`config.mk`:
```
export PLATFORM = sky130hd
export DESIGN_NAME = alu_flat
export DESIGN_NICKNAME = d
export VERILOG_FILES = /design/src/rtl/alu_if.sv /design/src/rtl/alu.sv /design/src/flat_wrapper.sv
export SDC_FILE = /design/constraint.sdc
export NUM_CORES = 1
export LEC_CHECK = 0
export CORE_MARGIN = 1
export CORE_UTILIZATION = 47
export CTS_CLUSTER_SIZE = 25
export DETAILED_ROUTE_END_ITERATION = 10
export PLACE_DENSITY = 0.79
export SETUP_SLACK_MARGIN = 0.15
export SYNTH_ARGS = -nofsm -noshare
export SYNTH_HDL_FRONTEND = slang
export SYNTH_SLANG_ARGS = --single-unit
```
`constraint.sdc`:
```
create_clock -name clk -period 3.71 [get_ports clk]
set_input_delay 0.5565 -clock clk [delete_from_list [all_inputs] [get_ports clk]]
set_output_delay 0.5565 -clock clk [all_outputs]
set_load 0.05 [all_outputs]
```
`src/rtl/alu_if.sv`:
```
// Operand/result bundle for the dibu ALU: operands and op select flow in,
// result, live flags and registered flags flow back.
interface alu_if;
  logic [7:0] a;
  logic [7:0] b;
  logic [2:0] op;
  logic       flags_en;
  logic [7:0] out;
  logic [7:0] flags;
  logic [7:0] flags_q;

  modport master (
    output a, b, op, flags_en,
    input  out, flags, flags_q
  );

  modport slave (
    input  a, b, op, flags_en,
    output out, flags, flags_q
  );
endinterface

```
`src/rtl/alu.sv`:
```
// 8-bit dibu ALU: combinational result and 000PZONC flags plus a flag register.
// Optional macro ALU_ROTATE_EN turns ops 110/111 into rotates instead of shifts.
module alu (
  input  logic  clk,
  input  logic  rst,
  alu_if.slave  bus
);

  function automatic logic parity_even(input logic [7:0] v);
    return ~(^v);
  endfunction

  logic [8:0] sum_s;
  logic [8:0] diff_s;
  logic [7:0] res_s;
  logic       c_s;
  logic       o_s;
  logic       undef_s;
  logic [7:0] flags_s;
  logic [7:0] flags_q_r;

  assign sum_s  = {1'b0, bus.a} + {1'b0, bus.b};
  assign diff_s = {1'b0, bus.a} - {1'b0, bus.b};

  // Operation decode: result, carry/borrow and signed overflow
  always_comb begin
    res_s   = 8'h00;
    c_s     = 1'b0;
    o_s     = 1'b0;
    undef_s = 1'b0;
    case (bus.op)
      3'b000: begin
        res_s = sum_s[7:0];
        c_s   = sum_s[8];
        o_s   = (bus.a[7] == bus.b[7]) && (sum_s[7] != bus.a[7]);
      end
      3'b001: begin
        res_s = diff_s[7:0];
        c_s   = diff_s[8];
        o_s   = (bus.a[7] != bus.b[7]) && (diff_s[7] != bus.a[7]);
      end
      3'b010: res_s = bus.a & bus.b;
      3'b011: res_s = bus.a | bus.b;
      3'b100: res_s = bus.a ^ bus.b;
      3'b101: res_s = ~bus.a;
`ifdef ALU_ROTATE_EN
      3'b110: begin
        res_s = {bus.a[6:0], bus.a[7]};
        c_s   = bus.a[7];
      end
      3'b111: begin
        res_s = {bus.a[0], bus.a[7:1]};
        c_s   = bus.a[0];
      end
`else
      3'b110: begin
        res_s = {bus.a[6:0], 1'b0};
        c_s   = bus.a[7];
      end
      3'b111: begin
        res_s = {1'b0, bus.a[7:1]};
        c_s   = bus.a[0];
      end
`endif
      default: undef_s = 1'b1;
    endcase
  end

  // Flag vector assembly; an unresolvable op reports a bare Z with P cleared
  always_comb begin
    flags_s = 8'h00;
    if (undef_s) begin
      flags_s = 8'h08;
    end else begin
      flags_s = {3'b000, parity_even(res_s), (res_s == 8'h00), o_s, res_s[7], c_s};
    end
  end

  // Status register holding the flags of the last committed operation
  always_ff @(posedge clk or posedge rst) begin
    if (rst) begin
      flags_q_r <= 8'h00;
    end else if (bus.flags_en) begin
      flags_q_r <= flags_s;
    end else begin
      flags_q_r <= flags_q_r;
    end
  end

  assign bus.out     = res_s;
  assign bus.flags   = flags_s;
  assign bus.flags_q = flags_q_r;

endmodule

```
`src/flat_wrapper.sv`:
```
// flat-port wrapper written by rule: the top's interface ports become plain ports
module alu_flat 
  (clk, rst, bus_a, bus_b, bus_op, bus_flags_en, bus_out, bus_flags, bus_flags_q);
  alu_if bus_i ();
  input  logic clk;
  input  logic rst;
  input wire logic [$bits(bus_i.a)-1:0] bus_a;
  input wire logic [$bits(bus_i.b)-1:0] bus_b;
  input wire logic [$bits(bus_i.op)-1:0] bus_op;
  input wire logic [$bits(bus_i.flags_en)-1:0] bus_flags_en;
  output wire logic [$bits(bus_i.out)-1:0] bus_out;
  output wire logic [$bits(bus_i.flags)-1:0] bus_flags;
  output wire logic [$bits(bus_i.flags_q)-1:0] bus_flags_q;
  assign bus_i.a = bus_a;
  assign bus_i.b = bus_b;
  assign bus_i.op = bus_op;
  assign bus_i.flags_en = bus_flags_en;
  assign bus_out = bus_i.out;
  assign bus_flags = bus_i.flags;
  assign bus_flags_q = bus_i.flags_q;
  alu u_core (.clk(clk), .rst(rst), .bus(bus_i));
endmodule
```
==> flow_summary_export.csv <==
group,metric,value,unit
outcome,status,"complete, but fails checks",
outcome,violations,"design-rule violations, negative setup slack",
yosys,yosysSeqAreaShare,0.0633,
setup_path,crit_type,"in -> out",
sta,tightest_slew,0.770,ns
setup_path,crit_path_end_kind,"primary output",
floorplan,initial_utilization,0.491,
layout,drive_gt1_frac,0.530,
clock_network,numCtsBuffers,3,
hold_path,hp-class,"reg -> reg",
sta,max_slew_margin,0.483,
floorplan,die-area,4470,µm²
global_routing,overflow,0,
setup_path,worst_ep_required_time,3.15,ns
yosys,synth_top_cells_by_area,"ha_1 (20%), dfrtp_1 (6.3%), inv_1 (6.1%)",
layout,diodes,0,
sta,clock_skew,0,ns
drt,ant_nets,0,
yosys,synthFlopType,"dfrtp_1",
sta,fin_crit_sh,1.04,
global_routing,grt_pass1_wl,14800,µm
place,place_congestion,1.02,
clock_network,h-tree-depth,1,
clock_network,clock-sinks,5,
yosys,ys_ff_latch,5,
clock_network,cts_hold_buf,0,
drt,drt_first_iter_violations,701,
yosys,yosysTopAreaCell,"ha_1",
yosys,synthDistinctLibCells,57,
yosys,avgSynthCellArea,7.27,µm²
sta,setup_viol,1,
sta,hold_viol_final,0,
sta,setup_slack,-0.136,ns
yosys,async_reset_ff_frac,1.00,
floorplan,fp-row-count,23,
sta,rsz0062_at_grt,"yes",
drt,post_drt_wl_per_cell,26.5,µm
place,numPortBuffers,39,
yosys,ys_warn_count,0,
power,ir_drop,0.374,mV
floorplan,io_pins,46,
layout,fillers,142,
layout,largest_reg_flops,5,
yosys,synth_top_area_share,0.202,
sta,slew_violations,0,
drt,num_vias,3248,
global_routing,grt_use_total,0.448,
setup_path,critPathSlowestCell,"a221oi_1",
global_routing,antenna_found_initial,0,
global_routing,grt_pass1_vias,2931,
yosys,synth-edff-count,0,
drt,avgViaCountPerCell,7.15,
sta,max_freq,0.260,GHz
drt,dr.pass1.iters,11,
floorplan,coreArea,4030,µm²
setup_path,worstPathArrival,3.29,ns
layout,nets,461,
floorplan,die_w,66.9,µm
sta,finalCriticalPeriod,3.85,ns
power,power_density,354,nW/µm²
setup_path,start_kind,"input pin",
yosys,syn_area,1980,µm²
global_routing,grt_max_degree,25,
drt,wirelength,12000,µm
setup_path,crit_path_max_fanout,5,
clock_network,clock_path_buffers,2,
clock_network,root_buffer,"clkbuf_8",
drt,drc,92,
flow_run,cap_violations,0,
layout,synthToLayoutAreaGrowth,89.0,%
setup_path,crit_chain,"dlygate4sd2_1, buf_4, ha_2, nand2b_1, a221oi_1, a311o_1, buf_4, o221ai_4, a21oi_4, inv_2, ha_4, xnor2_4, xnor2_4, buf_12",
setup_path,r2r_setup_slack,2.93,ns
power,p_leak,1.75,nW
floorplan,die_h,66.9,µm
clock_network,clkTransAtPathRegs,0.04,ns
layout,fin_util,0.928,
setup_path,cpPeakStageDelay,0.33,ns
clock_network,cts_tree,"done",
yosys,syn_inst,272,
yosys,netlist_top_cells_count,"ha_1 (32), inv_1 (32), nand2_1 (21), a21oi_1 (17), nor2_1 (17)",
clock_network,worstSkewPairLatency,0.23,ns
place,place.detailed.hpwl,5850,µm
power,power.total,0.00132,W
## per-stage QoR
step	cells	hold slack (ns)	cell area [µm²]	TNS (ns)	setup slack (ns)
3_5_place_dp	431	0.510	3210	-1.09	-0.531
5_1_grt	454	0.539	3740	-0.252	-0.245
6_report	454	0.531	3740	-0.136	-0.136
3_3_place_gp	431	0.496	3210	-0.634	-0.397
4_1_cts	450	0.518	3630	0	0.127
2_1_floorplan	277	0.335	2140	-0.186	-0.186
## cell type report
type,count,area [µm²],share of cell area
Sequential cell,5,125,0.0335
Multi-Input combinational cell,214,2010,0.539
Tap cell,50,62.6,0.0167
Timing Repair Buffer,149,1360,0.362
Inverter,32,136,0.0365
Clock buffer,4,45.0,0.0120
## power by group
part	switching, W	internal [W]	leakage, nW
Combinational	0.000597	0.000550	1.66
Sequential	0.00000646	0.0000650	0.0656
Clock	0.0000321	0.0000742	0.0228
Total	0.000636	0.000689	1.75
## metal layers
| metal | routed length, µm | global-route usage | share of wire | vias to the layer above |
|---|---|---|---|---|
| met5 | 0 | 0 | 0 | - |
| met2 | 5020 | 0.744 | 0.42 | 401 |
| met4 | 1360 | 0.298 | 0.11 | 0 |
| met3 | 1660 | 0.101 | 0.14 | 179 |
| li1 | - | - | - | 1235 |
| met1 | 3990 | 0.506 | 0.33 | 1433 |
## final timing paths
kind / start / endpoint / cells past startpoint
setup / recovery: bus_a[3] / bus_flags[4] / 14
max in group asynchronous: rst / u_core.bus.flags_q[3] / 2
hold / removal: u_core.bus.flags_q[1] / u_core.bus.flags_q[1] / 1
min in group asynchronous: rst / u_core.bus.flags_q[2] / 2
setup reg to reg: u_core.bus.flags_q[0] / u_core.bus.flags_q[0] / 1
hold reg to reg: u_core.bus.flags_q[1] / u_core.bus.flags_q[1] / 1
## critical path: cells and delay by family
kind / cells / cell delay (ns)
buf+inv: 5 / 0.82
compound gates: 4 / 0.89
fa+ha+maj: 2 / 0.48
xor+xnor: 2 / 0.39
simple gates: 1 / 0.15
## cells in the final DEF (no fill, tap or decap), types with 3 or more instances in the layout
master	netlist	final
conb_1	1	6
a21oi_1	17	14
nand2_1	21	20
o21ai_0	12	12
a21o_1	7	7
dlygate4sd2_1	0	8
a221o_1	3	3
nor2_2	0	3
nor2_1	17	14
nand2b_1	6	5
ha_2	0	5
o22ai_1	6	6
a22oi_1	4	3
clkdlybuf4s50_1	0	7
ha_1	32	15
clkbuf_8	0	3
nor2b_1	7	5
nor3_1	5	4
ha_4	0	12
nand3_1	4	3
xnor2_4	0	3
inv_4	0	3
dfrtp_1	5	5
buf_12	0	13
buf_6	1	7
a211o_1	4	4
buf_4	9	105
inv_1	32	16
a21oi_2	1	3
mux2_2	5	5
inv_2	0	11
o21a_1	3	3
a32oi_1	3	3
## logic make-up after synthesis
group	share of synthesized area
AND/OR/NAND/NOR	0.181
flip-flops	0.0633
other	0.00190
XOR/XNOR	0.0177
AO/OA/AOI/OAI	0.333
multiplexers	0.0474
buffers and inverters	0.133
adder cells (fa/ha/maj)	0.223
## what timing repair did
action / CTS / global route
buffers inserted: 15 / 4
pin swaps: 27 / 17
endpoints found under the setup margin: 9 / 1
gates resized for setup: 113 / 19
Note: power is estimated with default switching activity, not from simulation.
